===== src/rtl/multiplier_booths.sv =====
// Sequential signed multiplier, radix-2 Booth recoding, one add/sub-and-shift step per clock.
// The accumulator carries one guard bit so negating the most-negative multiplicand cannot overflow.
module multiplier_booths #(
  parameter int unsigned WIDTH = 4
) (
  input  logic                 clock,
  input  logic                 clear,
  input  logic                 load,
  input  logic [WIDTH-1:0]     multiplicand,
  input  logic [WIDTH-1:0]     multiplier,
  output logic [2*WIDTH-1:0]   product,
  output logic                 done
);

  localparam int unsigned CntW = $clog2(WIDTH + 1);

  typedef enum logic [1:0] {StIdle, StRun, StDone} state_e;

  state_e            state_q;
  logic [WIDTH:0]    m_q;
  logic [WIDTH:0]    a_q;
  logic [WIDTH-1:0]  q_q;
  logic              q1_q;
  logic [CntW-1:0]   count_q;

  logic [WIDTH:0]    sum;
  logic [WIDTH:0]    a_shift;
  logic [WIDTH-1:0]  q_shift;

  // Booth step: recode {Q[0], q_1}, then arithmetic shift of {A, Q, q_1}.
  always_comb begin
    case ({q_q[0], q1_q})
      2'b01:   sum = a_q + m_q;
      2'b10:   sum = a_q - m_q;
      default: sum = a_q;
    endcase
    a_shift = {sum[WIDTH], sum[WIDTH:1]};
    q_shift = {sum[0], q_q[WIDTH-1:1]};
  end

  always_ff @(posedge clock) begin
    if (clear) begin
      state_q <= StIdle;
      m_q     <= '0;
      a_q     <= '0;
      q_q     <= '0;
      q1_q    <= 1'b0;
      count_q <= '0;
      product <= '0;
      done    <= 1'b0;
    end else if (load) begin
      state_q <= StRun;
      m_q     <= {multiplicand[WIDTH-1], multiplicand};
      a_q     <= '0;
      q_q     <= multiplier;
      q1_q    <= 1'b0;
      count_q <= CntW'(WIDTH);
      done    <= 1'b0;
    end else begin
      case (state_q)
        StRun: begin
          a_q     <= a_shift;
          q_q     <= q_shift;
          q1_q    <= q_q[0];
          count_q <= count_q - CntW'(1);
          if (count_q == CntW'(1)) begin
            product <= {a_shift[WIDTH-1:0], q_shift};
            done    <= 1'b1;
            state_q <= StDone;
          end
        end
        default: ;
      endcase
    end
  end

endmodule


===== config.mk =====
export PLATFORM = sky130hd
export DESIGN_NAME = multiplier_booths
export DESIGN_NICKNAME = d
export VERILOG_FILES = /design/src/rtl/multiplier_booths.sv
export SDC_FILE = /design/constraint.sdc
export NUM_CORES = 1
export LEC_CHECK = 0
export CORE_MARGIN = 1.5
export CORE_UTILIZATION = 34
export CTS_CLUSTER_DIAMETER = 80
export DETAILED_ROUTE_END_ITERATION = 12
export REMOVE_ABC_BUFFERS = 1
export SYNTH_ARGS = -nofsm -noshare
export SYNTH_HDL_FRONTEND = slang
export SYNTH_SLANG_ARGS = --single-unit

===== constraint.sdc =====
create_clock -name clock -period 2.95 [get_ports clock]
set_input_delay 0.295 -clock clock [delete_from_list [all_inputs] [get_ports clock]]
set_output_delay 0.295 -clock clock [all_outputs]
set_load 0.005 [all_outputs]

Word level (Yosys, flattened, before mapping)
Cells that the tools add are included.
{"block": "classes", "n_bitwise": 1, "n_reduce_logical": 6, "muxes": 8, "n_eq_ne": 4, "add_sub_neg": 3}
{"cell": "case mux 5 bit (2 select lines)", "count": 1}
{"cell": "2-to-1 mux 4 bit", "count": 2}
{"cell": "2-to-1 mux 3 bit", "count": 2}
{"cell": "adder 4 x 4 -> 5 bit", "count": 1}
{"cell": "subtractor 4 x 4 -> 5 bit", "count": 1}
{"cell": "== test 2 x 1 -> 1 bit (second input constant)", "count": 2}
{"cell": "AND reduction 2 bit", "count": 2}
{"cell": "nonzero test 2 bit", "count": 2}
{"cell": "== test 3 x 1 -> 1 bit (second input constant)", "count": 1}
{"cell": "2-to-1 mux 1 bit", "count": 3}
{"cell": "AND reduction 3 bit", "count": 1}
{"cell": "subtractor 3 x 1 -> 3 bit (second input constant)", "count": 1}
{"cell": "== test 2 bit (second input constant)", "count": 1}
{"cell": "OR reduction 2 bit", "count": 1}
{"cell": "inverter 1 bit", "count": 1}
{"block": "word_totals", "inputBits": 11, "register_bits": 26}

Logic depth before layout (Yosys ltp)
{"block": "depth", "depth_word": 4, "mapped_depth": 10, "depth_no_buf": 10}

Worst setup path after synthesis
No wires, ideal clock.
{"block": "synth_timing", "kind": "flip-flop to flip-flop", "start": "reg m_q[0]", "end": "reg product[7]", "path_slack_ps": 726, "t_required_ps": 2822, "path_stages_with_launch": 10, "arrival_time_ps": 2095, "setup_ps": 128, "path_cell_list": "dfxtp_1 inv_1 ha_1 mux2_2 fa_1 nand2b_1 a21oi_2 xnor2_1 mux2i_1 o211ai_1"}
{"block": "synth_between", "elab_chain_len": 2, "elab_cells_between_ends": 3, "classes_between": "add/sub (2); mux (1)"}
{"element": "from (decl)", "line_no": "20", "source": "logic [WIDTH:0] m_q;"}
{"element": "from (signal assigned)", "line_no": "53", "source": "m_q <= {multiplicand[WIDTH-1], multiplicand};"}
{"element": "subtractor 4 x 4 -> 5 bit / adder 4 x 4 -> 5 bit (equally long branches)", "line_no": "34, 33"}
{"element": "case mux 5 bit (2 select lines) (*)", "line_no": "32", "source": "case ({q_q[0], q1_q})"}
{"element": "to (signal assigned)", "line_no": "67", "source": "product <= {a_shift[WIDTH-1:0], q_shift};"}
{"element": "to (decl)", "line_no": "11", "source": "output logic [2*WIDTH-1:0] product,"}
Mark *: on every way between the ends. The rest lies on a longest branch, timed or not.
A chain may end at the register's enable or synchronous reset.

Worst setup path in the final report
Same ends and word-level chain as after synthesis.

==> flow_summary.ini <==
[run_status]
outcome = complete, no violations

[die]
coreArea_mm2 = 0.00372
die_x_um = 65.8
pin_count = 20
dieArea_mm2 = 0.00433
row_count = 22
start_util = 0.361
chipHeight_um = 65.8

[cts]
cts-root-buf = clkbuf_8
cts-resized-gates = 0
cts_tree = done
clock_latency_ns = 0.27
htreeDepth = 1
cts.path.max_buffers = 2
numCtsBuffers = 3
hold_buffers = 0
numClockSinks = 26
postCtsSetupRepairBufs = 0
path_clk_slew_ns = 0.09

[placement]
dpl_cell_area_mm2 = 0.00156
io_buffers = 19
dp_hpwl_um = 2050
globalplace.congestion = 0.830

[setup_path]
r2r_end = product[7]
crit_cells = 9
slowest_delay_ns = 0.43
end_kind = register
critPathTopFamily = adder cells
crit_path_start_kind = register
worst-r2r-setup-slack_ns = 0.54
cp-startpoint = m_q[0]
r2r-start = m_q[0]
path_cells = inv_1 -> ha_1 -> mux2_2 -> fa_1 -> nand2b_1 -> a21oi_2 -> xnor2_1 -> mux2i_1 -> o211ai_1
crit_buf_inv = 1
required_ns = 3.11
cp_slowest_cell = fa_1
r2r_cells = 9
path_max_fanout = 4
crit_type = register to register
worstPathArrival_ns = 2.57

[synth]
synth_top_family_by_area = simple AND/OR/NAND/NOR gates
synthMuxAreaShare = 0.0700
syn_area_per_cell_um2 = 8.43
synth_compound_area_frac = 0.141
synthArstFlopShare = 0
syn_area_mm2 = 0.00134
synthSimpleGateAreaFrac = 0.218
synthAdderAreaFrac = 0.0896
synth.ff_latch_count = 26
yosys_warnings = 0
synth_ff_type = dfxtp_1
yosys.area_share.xor_xnor = 0.0392
syn_inst = 159
synth_seq_area_share = 0.388
synth_edf_count = 0
ys_types = 38

[route]
ant_nets = 0
wl_per_cell_um = 12.0
routed_wl_um = 2670
via_per_inst = 4.80
drc = 0
firstDrtPassIters = 4
drtIter0Drc = 48
vias = 1071

[timing]
rsz0062_at_grt = no
finalHoldViolCount = 0
maxSlewViolCount = 0
timing.fmax_mhz = 415
worst_pin_slew_ns = 0.710
final-setup-viol-count = 0
setup_tns_ns = 0
fin_worst_skew_ns = 0.00216
fin_crit_sh = 0.817
slew_headroom = 0.525
period_needed_ns = 2.41

[job]
maxCapViolations = 0

[layout]
mostFrequentLayoutCells = 26 x dfxtp_1, 24 x nor2_1, 20 x nand2_1
area_growth_pct = 21.5
nNetsFinal = 196
diodes = 0
design_area_mm2 = 0.00163
drive_above_1_share = 0.0743
final_util = 0.438
final_common_cell = dfxtp_1

[global_route]
grt_use_met1 = 0.185
grt_start_max_net_pins = 17
grt_pass1_vias = 1032
overflow = 0
use_met3 = 0.0256
antenna_found_initial = 0
busiest_layer = met2
grt_pass1_wl_um = 4710
track_usage = 0.142
grt_use_met2 = 0.232

[worst_hold_path]
hold_class = register to register
hold_start = product[5]
min_to = product[5]
hold_depth = 2

[pwr]
ir_worst_vdd_uv = 157
power.leakage_nw = 0.619
p_per_area_mw_per_mm2 = 500
-- logic make-up after synthesis --
| family | count (synthesis) |
|---|---|
| AOI/OAI and AO/OA | 30 |
| xor gates and xnor gates | 6 |
| adders and majority gates | 9 |
| buffers and inverters | 17 |
| DFF | 26 |
| muxes | 9 |
| and+or+nand+nor | 62 |
-- cell usage after synthesis (2+ instances only) --
| cell | n | area share |
|---|---|---|
| nor3_1 | 2 | 0.0075 |
| o21ai_0 | 6 | 0.022 |
| inv_1 | 10 | 0.028 |
| mux2_2 | 3 | 0.025 |
| a211oi_1 | 2 | 0.011 |
| xnor2_1 | 5 | 0.033 |
| a22o_1 | 4 | 0.026 |
| nand2b_1 | 2 | 0.0093 |
| a21oi_1 | 11 | 0.041 |
| buf_2 | 5 | 0.019 |
| ha_1 | 8 | 0.075 |
| nor2_1 | 24 | 0.067 |
| mux2i_1 | 6 | 0.045 |
| and3_1 | 2 | 0.0093 |
| nor2b_1 | 2 | 0.0093 |
| nand2_1 | 20 | 0.056 |
| dfxtp_1 | 26 | 0.39 |
-- worst max path at each step --
stage,end,slack (ns)
finish,product[7],0.54
global route,a_q[3],0.40
CTS,product[7],0.54
detailed placement,product[7],0.59
global placement,product[7],0.63
floorplan,product[7],0.73
-- per-stage QoR --
stage	hold slack (ns)	setup slack, ns	power [mW]	instances
after floorplan	0.367	0.726	0.481	152
after global placement	0.440	0.635	0.521	219
after detailed placement	0.451	0.589	0.525	219
after CTS	0.473	0.536	0.819	223
after global routing	0.495	0.404	0.858	223
final	0.466	0.541	0.814	223
-- flip-flops by register name, indices dropped and copies added, names as in the netlist --
register / flops
product: 8
q1_q: 1
count_q: 3
a_q: 4
state_q: 2
m_q: 4
q_q: 4
-- cell type report --
cell class | instances | area [um2]
multi-input cells | 116 | 748
clock inverters | 1 | 30.0
well taps | 48 | 60.1
clock buffers | 3 | 41.3
flip-flops and latches | 26 | 520
inverters | 10 | 37.5
fillers | 367 | 2090
repair buffers | 19 | 190
-- worst min-delay path: stages, from the launching register on --
cell,delay [ns]
dfxtp_1,0.33
nand2_1,0.05
o21ai_0,0.06
-- per-layer routing --
layer	share of wire	vias up	routed length (um)
met5	0	-	0
met4	0.0067	0	18
met3	0.027	3	72
met2	0.47	20	1250
met1	0.50	490	1330
li1	-	558	-
-- power by group --
part           internal [mW]  switching, mW  leakage [nW]  total (mW)
sequential             0.363         0.0109         0.212       0.374
combinational         0.0673         0.0746         0.371       0.142
clock                  0.182          0.116        0.0357       0.298
total                  0.612          0.202         0.619       0.814
(Power assumes the default switching activity.)
